===== src/rtl/booth_arbiter.sv =====
// booth_arbiter: round-robin front end sharing one byte-serial signed Booth multiplier.
// Optional feature: define BOOTH_ARB_TIMEOUT_EN for a RUN watchdog that completes with err.
module booth_arbiter #(
  parameter int N_REQ       = 4,
  parameter int TIMEOUT_CYC = 64
) (
  input  logic                 clk,
  input  logic                 rst_b,
  input  logic [N_REQ-1:0]     req,
  input  logic [8*N_REQ-1:0]   mcand,
  input  logic [8*N_REQ-1:0]   mplier,
  output logic [N_REQ-1:0]     gnt,
  output logic [N_REQ-1:0]     done,
  output logic signed [15:0]   result,
  output logic                 err,
  output logic                 busy,
  output logic                 bgn,
  output logic [7:0]           ibus,
  input  logic [7:0]           obus,
  input  logic                 stop
);
  localparam int DATA_W = 8;
  localparam int IDX_W  = $clog2(N_REQ);

  typedef enum logic [2:0] {
    S_IDLE   = 3'd0,
    S_LOAD_M = 3'd1,
    S_LOAD_Q = 3'd2,
    S_RUN    = 3'd3,
    S_DONE   = 3'd4
  } state_t;

  state_t state, state_nxt;

  logic [IDX_W-1:0]         last, idx, win_idx;
  logic                     win_vld;
  logic                     timeout_hit;
  logic [DATA_W-1:0]        mcand_arr  [N_REQ];
  logic [DATA_W-1:0]        mplier_arr [N_REQ];
  logic signed [DATA_W-1:0] mplier_lat;
  logic [DATA_W-1:0]        hist_old, hist_new;

  logic [N_REQ-1:0]         gnt_nxt, done_nxt;
  logic signed [15:0]       result_nxt;
  logic                     err_nxt, busy_nxt, bgn_nxt;
  logic [DATA_W-1:0]        ibus_nxt;

  function automatic logic [N_REQ-1:0] onehot(input logic [IDX_W-1:0] i);
    logic [N_REQ-1:0] v;
    v    = '0;
    v[i] = 1'b1;
    return v;
  endfunction

  always_comb begin
    for (int i = 0; i < N_REQ; i++) begin
      mcand_arr[i]  = mcand[8*i +: 8];
      mplier_arr[i] = mplier[8*i +: 8];
    end
  end

  // Scan from farthest to nearest so the requester closest after `last` wins.
  always_comb begin
    logic [IDX_W-1:0] c;
    win_vld = 1'b0;
    win_idx = '0;
    c       = '0;
    for (int k = N_REQ; k >= 1; k--) begin
      c = IDX_W'((int'(last) + k) % N_REQ);
      if (req[c]) begin
        win_vld = 1'b1;
        win_idx = c;
      end
    end
  end

`ifdef BOOTH_ARB_TIMEOUT_EN
  localparam int CNT_W = $clog2(TIMEOUT_CYC + 1);
  logic [CNT_W-1:0] run_cnt;

  always_ff @(posedge clk or negedge rst_b) begin
    if (!rst_b)
      run_cnt <= '0;
    else if (state != S_RUN)
      run_cnt <= '0;
    else
      run_cnt <= run_cnt + CNT_W'(1);
  end

  assign timeout_hit = (state == S_RUN) && (run_cnt == CNT_W'(TIMEOUT_CYC - 1));
`else
  assign timeout_hit = 1'b0;
`endif

  always_ff @(posedge clk or negedge rst_b) begin
    if (!rst_b) begin
      state <= S_IDLE;
      idx   <= '0;
      last  <= IDX_W'(N_REQ - 1);
    end else begin
      state <= state_nxt;
      if (state == S_IDLE && win_vld)
        idx <= win_idx;
      if (state == S_DONE)
        last <= idx;
    end
  end

  always_comb begin
    state_nxt = state;
    case (state)
      S_IDLE:   if (win_vld) state_nxt = S_LOAD_M;
      S_LOAD_M: state_nxt = S_LOAD_Q;
      S_LOAD_Q: state_nxt = S_RUN;
      S_RUN:    if (stop || timeout_hit) state_nxt = S_DONE;
      S_DONE:   state_nxt = S_IDLE;
      default:  state_nxt = S_IDLE;
    endcase
  end

  // Outputs are registered, so their next values are derived from the next state.
  always_comb begin
    gnt_nxt    = '0;
    done_nxt   = '0;
    bgn_nxt    = 1'b0;
    ibus_nxt   = '0;
    err_nxt    = 1'b0;
    busy_nxt   = (state_nxt != S_IDLE);
    result_nxt = result;
    case (state_nxt)
      S_LOAD_M: begin
        bgn_nxt  = 1'b1;
        ibus_nxt = mcand_arr[win_idx];
        gnt_nxt  = onehot(win_idx);
      end
      S_LOAD_Q: begin
        ibus_nxt = mplier_lat;
        gnt_nxt  = onehot(idx);
      end
      S_RUN: gnt_nxt = onehot(idx);
      S_DONE: begin
        done_nxt   = onehot(idx);
        err_nxt    = timeout_hit && !stop;
        result_nxt = stop ? signed'({hist_old, hist_new}) : '0;
      end
      default: ;
    endcase
  end

  always_ff @(posedge clk or negedge rst_b) begin
    if (!rst_b) begin
      gnt    <= '0;
      done   <= '0;
      result <= '0;
      err    <= 1'b0;
      busy   <= 1'b0;
      bgn    <= 1'b0;
      ibus   <= '0;
    end else begin
      gnt    <= gnt_nxt;
      done   <= done_nxt;
      result <= result_nxt;
      err    <= err_nxt;
      busy   <= busy_nxt;
      bgn    <= bgn_nxt;
      ibus   <= ibus_nxt;
    end
  end

  // Operand latch and product-byte history: data only, no reset needed.
  always_ff @(posedge clk) begin
    if (state == S_IDLE && win_vld)
      mplier_lat <= mplier_arr[win_idx];
    if (state == S_RUN) begin
      hist_old <= hist_new;
      hist_new <= obus;
    end
  end

endmodule

===== config.mk =====
export PLATFORM = sky130hd
export DESIGN_NAME = booth_arbiter
export DESIGN_NICKNAME = d
export VERILOG_FILES = /design/src/rtl/booth_arbiter.sv
export SDC_FILE = /design/constraint.sdc
export NUM_CORES = 1
export LEC_CHECK = 0
export CORE_UTILIZATION = 41
export CTS_CLUSTER_SIZE = 24
export DETAILED_ROUTE_END_ITERATION = 8
export DONT_BUFFER_PORTS = 1
export SLEW_MARGIN = 10
export SYNTH_ARGS = -nofsm -noshare
export SYNTH_HDL_FRONTEND = slang
export SYNTH_SLANG_ARGS = --single-unit

===== constraint.sdc =====
create_clock -name clk -period 5.7 [get_ports clk]
set_input_delay 1.14 -clock clk [delete_from_list [all_inputs] [get_ports clk]]
set_output_delay 1.14 -clock clk [all_outputs]
set_load 0.05 [all_outputs]

==> flow_summary.ini <==
[pwr]
peakVddDrop_mv = 0.221
p_per_area_mw_per_mm2 = 655
p_leak_uw = 0.00134

[critical_path]
r2r_start = last[0]$_DFFE_PN1N_
arrival_ns = 3.02
timing.rr.end = ibus[5]$_DFF_PN0_
reg2reg_slack_ns = 3.15
worst_ep_required_time_ns = 5.94
r2r_cells = 5
end_kind = register
critPathLaunchType = primary input
crit_type = primary input to register
max_stage_delay_ns = 0.82
cp_max_fo = 25
critPathSlowestCell = a21o_1
path_cells = and2b_1, nor2_1, a21o_1, nand2_1, o211ai_1

[final_layout]
fin_area_mm2 = 0.00321
syn_to_final_growth_pct = 10.4
finalNetCount = 299
layout-drive-gt1-share_pct = 19.1
nFillCells = 646
stdcell_count = 321
antenna_cells = 0

[synth]
synth-edff-count = 24
syn_avg_cell_area_um2 = 13.3
async_flop_share_pct = 63.1
ys_ff_latch = 65
syn_nets = 297
synth_ff_type = dfrtp_1
yosysWarnings = 0
synthCells = 218
synth_top_area_share_pct = 33.6
synth_area_leaders = dfrtp_1 (34%), edfxtp_1 (25%), mux2i_1 (11%)
synthesis.area_mm2 = 0.00291
yosysUniqueCellTypes = 40
synth_area_leader_cell = dfrtp_1
seq_area_frac_synth_pct = 60.2

[hold_path]
hp-start = hist_new[5]$_DFFE_PN_
holdPathEnd = hist_old[5]$_DFFE_PN_
hold_depth = 0
hold_path.class = register to register

[grt]
grt_pass1_wl_um = 8730
grt_max_degree = 42
grt_util_all_layers_pct = 16.2
antenna_found_initial = 0
grt.overflow.total = 0
grt_pass1_vias = 1665

[timing]
post-route-period-util_pct = 48.8
setup_slack_ns = 2.92
fmax_mhz = 359
fin_crit_ns = 2.78
tightest_slew_ns = 1.05
setup_tns_ns = 0
maxSlewViolCount = 0
relSlewSlack_pct = 30.1
hold_violations = 0
finClkSkew_ns = 0.00728
setup-violations-final = 0
grt_setup_unrepaired = false

[die]
core_mm2 = 0.00683
rows = 30
ioPinCount = 114
start_util_pct = 42.6
die_height_um = 86.2
die_width_um = 86.2
dieArea_mm2 = 0.00743

[clock_tree]
ctsResizeCount = 0
postCtsHoldBufs = 0
cts_tree = done
clock_latency_ns = 0.33
clock_path_buffers = 2
numCtsBuffers = 9
h-tree-depth = 3
cts_setup_buffers = 0
cts-root-buf = clkbuf_8
cts_sinks = 65
clk_pin_slew_worst_paths_ns = 0.07

[routing]
ant_nets = 0
wl_per_cell_um = 18.1
dr.first_iter.drc_count = 66
drc = 0
vias_per_cell = 5.48
routed_wl_um = 5800
firstDrtPassIters = 4
num_vias = 1759

[placement]
dp_hpwl_um = 4190
gp_congestion = 0.728
placedCellCount = 305
dp_slack_ns = 2.60
dpl_cell_area_mm2 = 0.00297
port_buffers = 0

[outcome]
status = finished, final reports clean

[job]
drv_cap = 0
## worst max-delay path, delay by kind of cell
kind,cells,cell delay [ns]
and+or+nand+nor,3,0.76
AOI/OAI and AO/OA,2,1.12
## cells by family after synthesis
| kind of cell | synth area share (%) |
|---|---|
| compound gates | 9.68 |
| buf+inv | 3.10 |
| simple gates | 8.61 |
| flops | 60.2 |
| other cells | 0.129 |
| mux | 18.3 |
## metal layers
metal | global-route usage, % | wire length, um
met3 | 6.38 | 395
met5 | 0 | 0
met1 | 19.0 | 2370
met2 | 27.0 | 2970
met4 | 6.06 | 60
## cells in the final DEF (no fill, tap or decap), drive strengths merged, types with 3 or more instances in the layout
master and instances:
a211o 7, a21oi 4, bufinv 3, clkbuf 9, clkinv 3, dfrtp 39, edfxtp 24, inv 5
mux2 18, mux2i 33, nand2 16, nand2b 4, nand4 7, nor2 9, o211ai 7, o21ai 3
o22ai 4, o31ai 7
## metrics by stage
stage	utilization, %	total power [uW]	hold WS (ns)
after floorplan	-	1550	0.422
after global placement	43.4	1640	0.425
after detailed placement	43.4	1660	0.433
after CTS	47.0	2130	0.450
after global routing	47.0	2210	0.451
final	47.0	2100	0.450
## registers in the layout, summed over array words and instances (netlist names)
name / cells
idx: 2
busy: 1
hist_new: 8
state: 3
ibus: 8
hist_old: 8
gnt: 4
bgn: 1
mplier_lat: 8
result: 16
last: 2
done: 4
## where the power goes
group          switching, uW  total, uW  internal (uW)
Clock                    174        464            290
Sequential               455       1150            697
Combinational            268        487            219
Total                    896       2100           1210
## worst max-delay path by stage
stage	to	from	slack [ns]
detailed placement	ibus[5]$_DFF_PN0_	req[3]	2.60
global route	ibus[2]$_DFF_PN0_	req[3]	2.78
finish	ibus[5]$_DFF_PN0_	req[3]	2.92
global placement	ibus[6]$_DFF_PN0_	req[3]	2.71
floorplan	mplier_lat[5]$_DFFE_PP_	req[3]	3.32
CTS	ibus[5]$_DFF_PN0_	req[3]	2.96
## layout make-up
type / instances / area [um^2] / share of cell area [%]
clock inverter: 7 / 119 / 3.70
sequential: 65 / 1750 / 54.5
multi-input combinational: 137 / 1070 / 33.3
clock buffer: 9 / 124 / 3.86
inverter: 6 / 22.5 / 0.701
tap: 96 / 120 / 3.74
timing repair buffer: 1 / 7.51 / 0.234
## cells in the mapped netlist, types with 3 or more instances
| library cell | instances |
|---|---|
| dfrtp_1 | 39 |
| mux2i_1 | 33 |
| edfxtp_1 | 24 |
| mux2_2 | 18 |
| nand2_1 | 16 |
| nor2_1 | 9 |
| a211o_1 | 7 |
| nand4_1 | 7 |
| o211ai_1 | 7 |
| o31ai_1 | 7 |
| buf_4 | 5 |
| inv_1 | 5 |
| nand2b_1 | 4 |
| o22ai_1 | 4 |
| a21oi_1 | 3 |
| buf_2 | 3 |
No activity file was read; power rests on OpenSTA's default activity.
